`src/rtl/lfsr_stream_pkg.sv`:
```
// rtl/lfsr_stream_pkg.sv - shared types, constants and tap sanitizer for lfsr_stream
package lfsr_pkg;

    typedef enum logic {
        IDLE = 1'b0,
        RUN  = 1'b1
    } fsm_t;

    localparam logic [31:0] TAP_FALLBACK = 32'd2;

    // Bit 0 never acts as a tap, so degenerate masks are judged on bits [width-1:1].
    function automatic logic [31:0] sanitize_tap(input logic [31:0] tap, input int unsigned width);
        logic [31:0] mask;
        logic [31:0] t;
        mask = (width >= 32) ? 32'hFFFF_FFFF : ((32'd1 << width) - 32'd1);
        mask = mask & ~32'd1;
        t    = tap & mask;
        if (t == 32'd0 || t == mask) begin
            return TAP_FALLBACK;
        end
        return t;
    endfunction

endpackage

```
`src/rtl/lfsr_stream_if.sv`:
```
// rtl/lfsr_stream_if.sv - valid/ready beat stream carrying STEP feedback bits
interface lfsr_stream_if #(
    parameter int STEP = 1
);
    logic            out_valid;
    logic            out_ready;
    logic [STEP-1:0] out_data;

    modport master (output out_valid, output out_data, input out_ready);
    modport slave  (input out_valid, input out_data, output out_ready);
endinterface

```
`src/rtl/lfsr_stream_step.sv`:
```
// rtl/lfsr_stream_step.sv - one combinational Galois sub-step with zero-state escape
module lfsr_step #(
    parameter int WIDTH = 8
) (
    input  logic [WIDTH-1:0] i_s,
    input  logic [WIDTH-1:1] i_t,
    output logic [WIDTH-1:0] o_s,
    output logic             o_fb
);
    logic w_fb;

    // The zero-detect term makes the all-zero state part of the cycle instead of a lock-up.
    assign w_fb = i_s[WIDTH-1] ^ (i_s[WIDTH-2:0] == '0);
    assign o_s  = {i_s[WIDTH-2:0], w_fb} ^ ({i_t, 1'b0} & {WIDTH{w_fb}});
    assign o_fb = w_fb;
endmodule

```
`src/rtl/lfsr_stream.sv`:
```
// rtl/lfsr_stream.sv - WIDTH-bit Galois LFSR streaming STEP bits per beat; LFSR_STREAM_PERIOD_EN adds the period monitor
module lfsr_stream
    import lfsr_pkg::*;
#(
    parameter int WIDTH = 8,
    parameter int STEP  = 1
) (
    input  logic             i_clk,
    input  logic             i_rst,
    input  logic [WIDTH-1:0] i_tap,
    input  logic [WIDTH-1:0] i_seed,
    input  logic             i_load,
    input  logic             i_en,
    lfsr_stream_if.master    o_out,
`ifdef LFSR_STREAM_PERIOD_EN
    output logic             o_wrap,
    output logic [WIDTH:0]   o_period,
`endif
    output logic [WIDTH-1:0] o_state
);
    logic [WIDTH-1:0] r_state;
    logic [WIDTH-1:1] r_tap;
    fsm_t             r_fsm;
    logic             r_valid;

    logic [WIDTH-1:1] w_tap_san;
    logic [WIDTH-1:0] w_chain [0:STEP];
    logic [STEP-1:0]  w_fb;
    logic [WIDTH-1:0] w_next;
    logic             w_fire;

    assign w_tap_san = (WIDTH-1)'(sanitize_tap(32'(i_tap), WIDTH) >> 1);

    assign w_chain[0] = r_state;
    for (genvar g = 0; g < STEP; g++) begin : g_step
        lfsr_step #(.WIDTH(WIDTH)) u_step (
            .i_s  (w_chain[g]),
            .i_t  (r_tap),
            .o_s  (w_chain[g+1]),
            .o_fb (w_fb[g])
        );
    end
    assign w_next = w_chain[STEP];
    assign w_fire = r_valid & o_out.out_ready;

`ifdef LFSR_STREAM_PERIOD_EN
    logic [WIDTH-1:0] r_seed;
    logic [WIDTH:0]   r_cnt;
    logic             r_wrap;
    logic [WIDTH:0]   r_period;
    logic [WIDTH:0]   w_cnt_inc;

    assign w_cnt_inc = (r_cnt == '1) ? r_cnt : r_cnt + 1'b1;
    assign o_wrap    = r_wrap;
    assign o_period  = r_period;
`endif

    always_ff @(posedge i_clk) begin
        if (!i_rst || i_load) begin
            // Load shares the reset path so it can abort a stalled beat.
            r_state <= i_seed;
            r_tap   <= w_tap_san;
            r_fsm   <= IDLE;
            r_valid <= 1'b0;
`ifdef LFSR_STREAM_PERIOD_EN
            r_seed  <= i_seed;
            r_cnt   <= '0;
            r_wrap  <= 1'b0;
            if (!i_rst) begin
                r_period <= '0;
            end
`endif
        end else begin
`ifdef LFSR_STREAM_PERIOD_EN
            r_wrap <= 1'b0;
`endif
            case (r_fsm)
                IDLE: begin
                    if (i_en) begin
                        r_fsm   <= RUN;
                        r_valid <= 1'b1;
                    end
                end
                RUN: begin
                    if (w_fire) begin
                        r_state <= w_next;
                        if (!i_en) begin
                            r_fsm   <= IDLE;
                            r_valid <= 1'b0;
                        end
`ifdef LFSR_STREAM_PERIOD_EN
                        if (w_next == r_seed) begin
                            r_wrap   <= 1'b1;
                            r_period <= w_cnt_inc;
                            r_cnt    <= '0;
                        end else begin
                            r_cnt <= w_cnt_inc;
                        end
`endif
                    end
                end
            endcase
        end
    end

    assign o_out.out_valid = r_valid;
    assign o_out.out_data  = w_fb;
    assign o_state         = r_state;
endmodule

```
`src/flat_wrapper.sv`:
```
// flat-port wrapper written by rule: the top's interface ports become plain ports
module lfsr_stream_flat import lfsr_pkg::*;
#(
    parameter int WIDTH = 8,
    parameter int STEP  = 1
)
  (i_clk, i_rst, i_tap, i_seed, i_load, i_en, o_state, o_out_out_valid, o_out_out_data, o_out_out_ready);
  lfsr_stream_if #(.STEP(STEP)) o_out_i ();
  input  logic i_clk;
  input  logic i_rst;
  input  logic [WIDTH-1:0] i_tap;
  input  logic [WIDTH-1:0] i_seed;
  input  logic i_load;
  input  logic i_en;
  output logic [WIDTH-1:0] o_state;
  output wire logic [$bits(o_out_i.out_valid)-1:0] o_out_out_valid;
  output wire logic [$bits(o_out_i.out_data)-1:0] o_out_out_data;
  input wire logic [$bits(o_out_i.out_ready)-1:0] o_out_out_ready;
  assign o_out_out_valid = o_out_i.out_valid;
  assign o_out_out_data = o_out_i.out_data;
  assign o_out_i.out_ready = o_out_out_ready;
  lfsr_stream #(.WIDTH(WIDTH), .STEP(STEP)) u_core (.i_clk(i_clk), .i_rst(i_rst), .i_tap(i_tap), .i_seed(i_seed), .i_load(i_load), .i_en(i_en), .o_out(o_out_i), .o_state(o_state));
endmodule
```
`config.mk`:
```
export PLATFORM = sky130hd
export DESIGN_NAME = lfsr_stream_flat
export DESIGN_NICKNAME = d
export VERILOG_FILES = /design/src/rtl/lfsr_stream_pkg.sv /design/src/rtl/lfsr_stream_if.sv /design/src/rtl/lfsr_stream_step.sv /design/src/rtl/lfsr_stream.sv /design/src/flat_wrapper.sv
export SDC_FILE = /design/constraint.sdc
export NUM_CORES = 1
export LEC_CHECK = 0
export CAP_MARGIN = 20
export CORE_MARGIN = 5
export CORE_UTILIZATION = 47
export CTS_BUF_LIST = sky130_fd_sc_hd__clkbuf_2
export DETAILED_ROUTE_END_ITERATION = 10
export HOLD_SLACK_MARGIN = 0.03
export PLACE_DENSITY = 0.8
export SETUP_SLACK_MARGIN = 0.3
export SYNTH_ARGS = -nofsm -noshare
export SYNTH_HDL_FRONTEND = slang
export SYNTH_HIERARCHICAL = 1
export SYNTH_SLANG_ARGS = --single-unit
export TNS_END_PERCENT = 20
```
`constraint.sdc`:
```
create_clock -name i_clk -period 4.05 [get_ports i_clk]
set_input_delay 0.6075 -clock i_clk [delete_from_list [all_inputs] [get_ports i_clk]]
set_output_delay 0.6075 -clock i_clk [all_outputs]
set_load 0.01 [all_outputs]
```
==> flow_summary.json <==
{
  "cts_resized": 0,
  "gp_congestion": 0.840,
  "critPathKind": "reg2out",
  "drt_iter0_markers": 18,
  "r2r-start": "u_core/o_state[6]",
  "hp-class": "reg2reg",
  "regArea_um2": 490,
  "slew_headroom_pct": 67.3,
  "cts_made_buffers": 3,
  "nets": 138,
  "clk-insertion-delay-late_ps": 290,
  "dp_hpwl_mm": 1.68,
  "die_w_um": 56.2,
  "drive_gt1_share_pct": 18.1,
  "grt_max_degree": 19,
  "start_util_pct": 50.2,
  "avgSynthCellArea_um2": 11.7,
  "finalCriticalPeriod_ps": 2920,
  "synth_cell_types": 29,
  "cp-start-kind": "flop",
  "skew_ps": 6.80,
  "grt_pass1_wl_mm": 3.48,
  "h-tree-depth": 1,
  "setup_tns_ps": 0,
  "holdCritStartpoint": "u_core/o_out.out_valid",
  "cp_data_required_time_ps": 3440,
  "synth_most_common_cell": "edfxtp_1",
  "postPlaceCellArea_um2": 1310,
  "worst_pin_slew_ps": 485,
  "io_buffers": 29,
  "wirelength_mm": 2.15,
  "seq_area_frac_synth_pct": 48.8,
  "cp-startpoint": "u_core/o_state[6]",
  "rsz0062_at_grt": "no",
  "n_fill_cell": 162,
  "slew_viol_final": 0,
  "yosys_warnings": 6,
  "critPathArrivalTime_ps": 2310,
  "rows": 16,
  "yosys-top-cells-count": "15 x edfxtp_1, 10 x nand2_1, 6 x a21boi_0, 6 x mux2_4, 5 x inv_1",
  "routed_via_density": 5.67,
  "first_global_vias": 825,
  "wl_per_cell_um": 15.0,
  "via_count": 811,
  "netlist.area_leader.share_pct": 44.8,
  "drtPass1Iterations": 4,
  "grt_usage_pct": 14.1,
  "grt_remaining_overflow": 0,
  "crit_path_end_kind": "primary output",
  "synth_cells": 86,
  "fmax_mhz": 343,
  "ys_top_cells_by_area": "edfxtp_1 45%, mux2_4 9.0%, a21boi_0 4.5%",
  "cts_max_path_buffers": 2,
  "peakVddDrop_v": 0.000201,
  "antenna_found_initial": 0,
  "cts.sinks": 17,
  "die_h_um": 56.2,
  "path_max_fanout": 4,
  "netlist.top_cell.by_area": "edfxtp_1",
  "stdcell_area_um2": 1330,
  "num_antenna_cells": 0,
  "async_flop_share_pct": 0,
  "post-route-period-util_pct": 72.0,
  "p_per_area_nw_per_um2": 311,
  "drc": 0,
  "synth_edf_count": 15,
  "multi_input_area_um2": 472,
  "syn-num-nets": 107,
  "area_delta_synth_final_pct": 31.9,
  "core-area_um2": 2000,
  "drtAntennaViolNets": 0,
  "drv_cap": 0,
  "p_leak_nw": 0.517,
  "post_cts_buffers": 0,
  "synth_area_um2": 1000,
  "finalHoldViolations": 0,
  "cts-hold-fix-buffers": 0,
  "finalSetupViolations": 0,
  "ys_seq_elements": 17,
  "die-area_um2": 3160,
  "root_buffer": "clkbuf_2",
  "clk_pin_slew_ps": 160,
  "cts_tree": "built",
  "io_pins": 31,
  "synthFlopType": "edfxtp_1",
  "status": "complete, no violations"
}
==> cell type report <==
type / instances / share of cell area [%]
timing repair buffer: 29 / 21.9
inverter: 5 / 1.42
tap: 27 / 2.55
sequential: 17 / 37.0
clock buffer: 4 / 1.51
multi-input combinational: 61 / 35.6
==> cell families after synthesis <==
family	after synthesis	share of synthesized area, %
AO/OA/AOI/OAI	26	18.1
AND/OR/NAND/NOR	25	15.9
flip-flops	17	48.8
multiplexers	8	11.2
buffers and inverters	8	4.23
XOR/XNOR	2	1.74
==> layer usage <==
| metal | up-vias | GRT usage, % | part of all wire, % |
|---|---|---|---|
| li1 | 389 | - | - |
| met1 | 388 | 14.5 | 38 |
| met2 | 30 | 25.7 | 53 |
| met3 | 4 | 3.48 | 7.2 |
| met4 | 0 | 7.46 | 1.8 |
| met5 | - | 0 | 0 |
==> report_power, final <==
part           internal (mW)  leakage [nW]  switching, mW  total, mW
Clock                 0.0262        0.0166         0.0502     0.0764
Combinational         0.0644         0.331         0.0407      0.105
Sequential             0.211         0.169         0.0201      0.231
==> path summary, 6_finish.rpt <==
path | slack (ps) | end | cells after the start
worst min-delay path | 510 | u_core/o_out.out_valid | 2
worst max register to register | 2020 | u_core/o_state[0] | 5
worst max-delay path | 1130 | o_out_out_data | 5
worst min register to register | 510 | u_core/o_out.out_valid | 2
==> critical path: stages (launching register included) <==
cell and delay (ps):
edfxtp_1 490, nor4_1 490, nand2_1 200, nand2_1 190, o21ai_0 150, clkdlybuf4s50_1 510
==> sequential cells by signal, indices dropped and copies added (netlist names) <==
register	count
u_core/r_tap	7
u_core/o_out.out_valid	1
u_core/o_state	8
u_core/r_fsm	1
==> stage by stage <==
step	instances	hold WS [ps]	util (%)	power (mW)	setup slack, ps
after floorplan	86	494	-	0.288	2020
after global placement	139	464	65.2	0.335	1570
after detailed placement	139	494	65.2	0.340	1450
after CTS	143	518	66.2	0.416	1110
after global routing	143	547	66.2	0.431	964
final	143	515	66.2	0.413	1130
==> cell usage in the layout (no fill, tap or decap), types with 3 or more instances in the layout <==
cell type and n:
clkdlybuf4s50_1 29, edfxtp_1 15, nand2_1 10, mux2_4 6, a21boi_0 6, inv_1 5, clkbuf_2 4, o21ai_0 4
a22oi_1 4, a31o_2 3, nand2b_1 3, o21ai_1 3
Power figures use the tool's default switching activity.
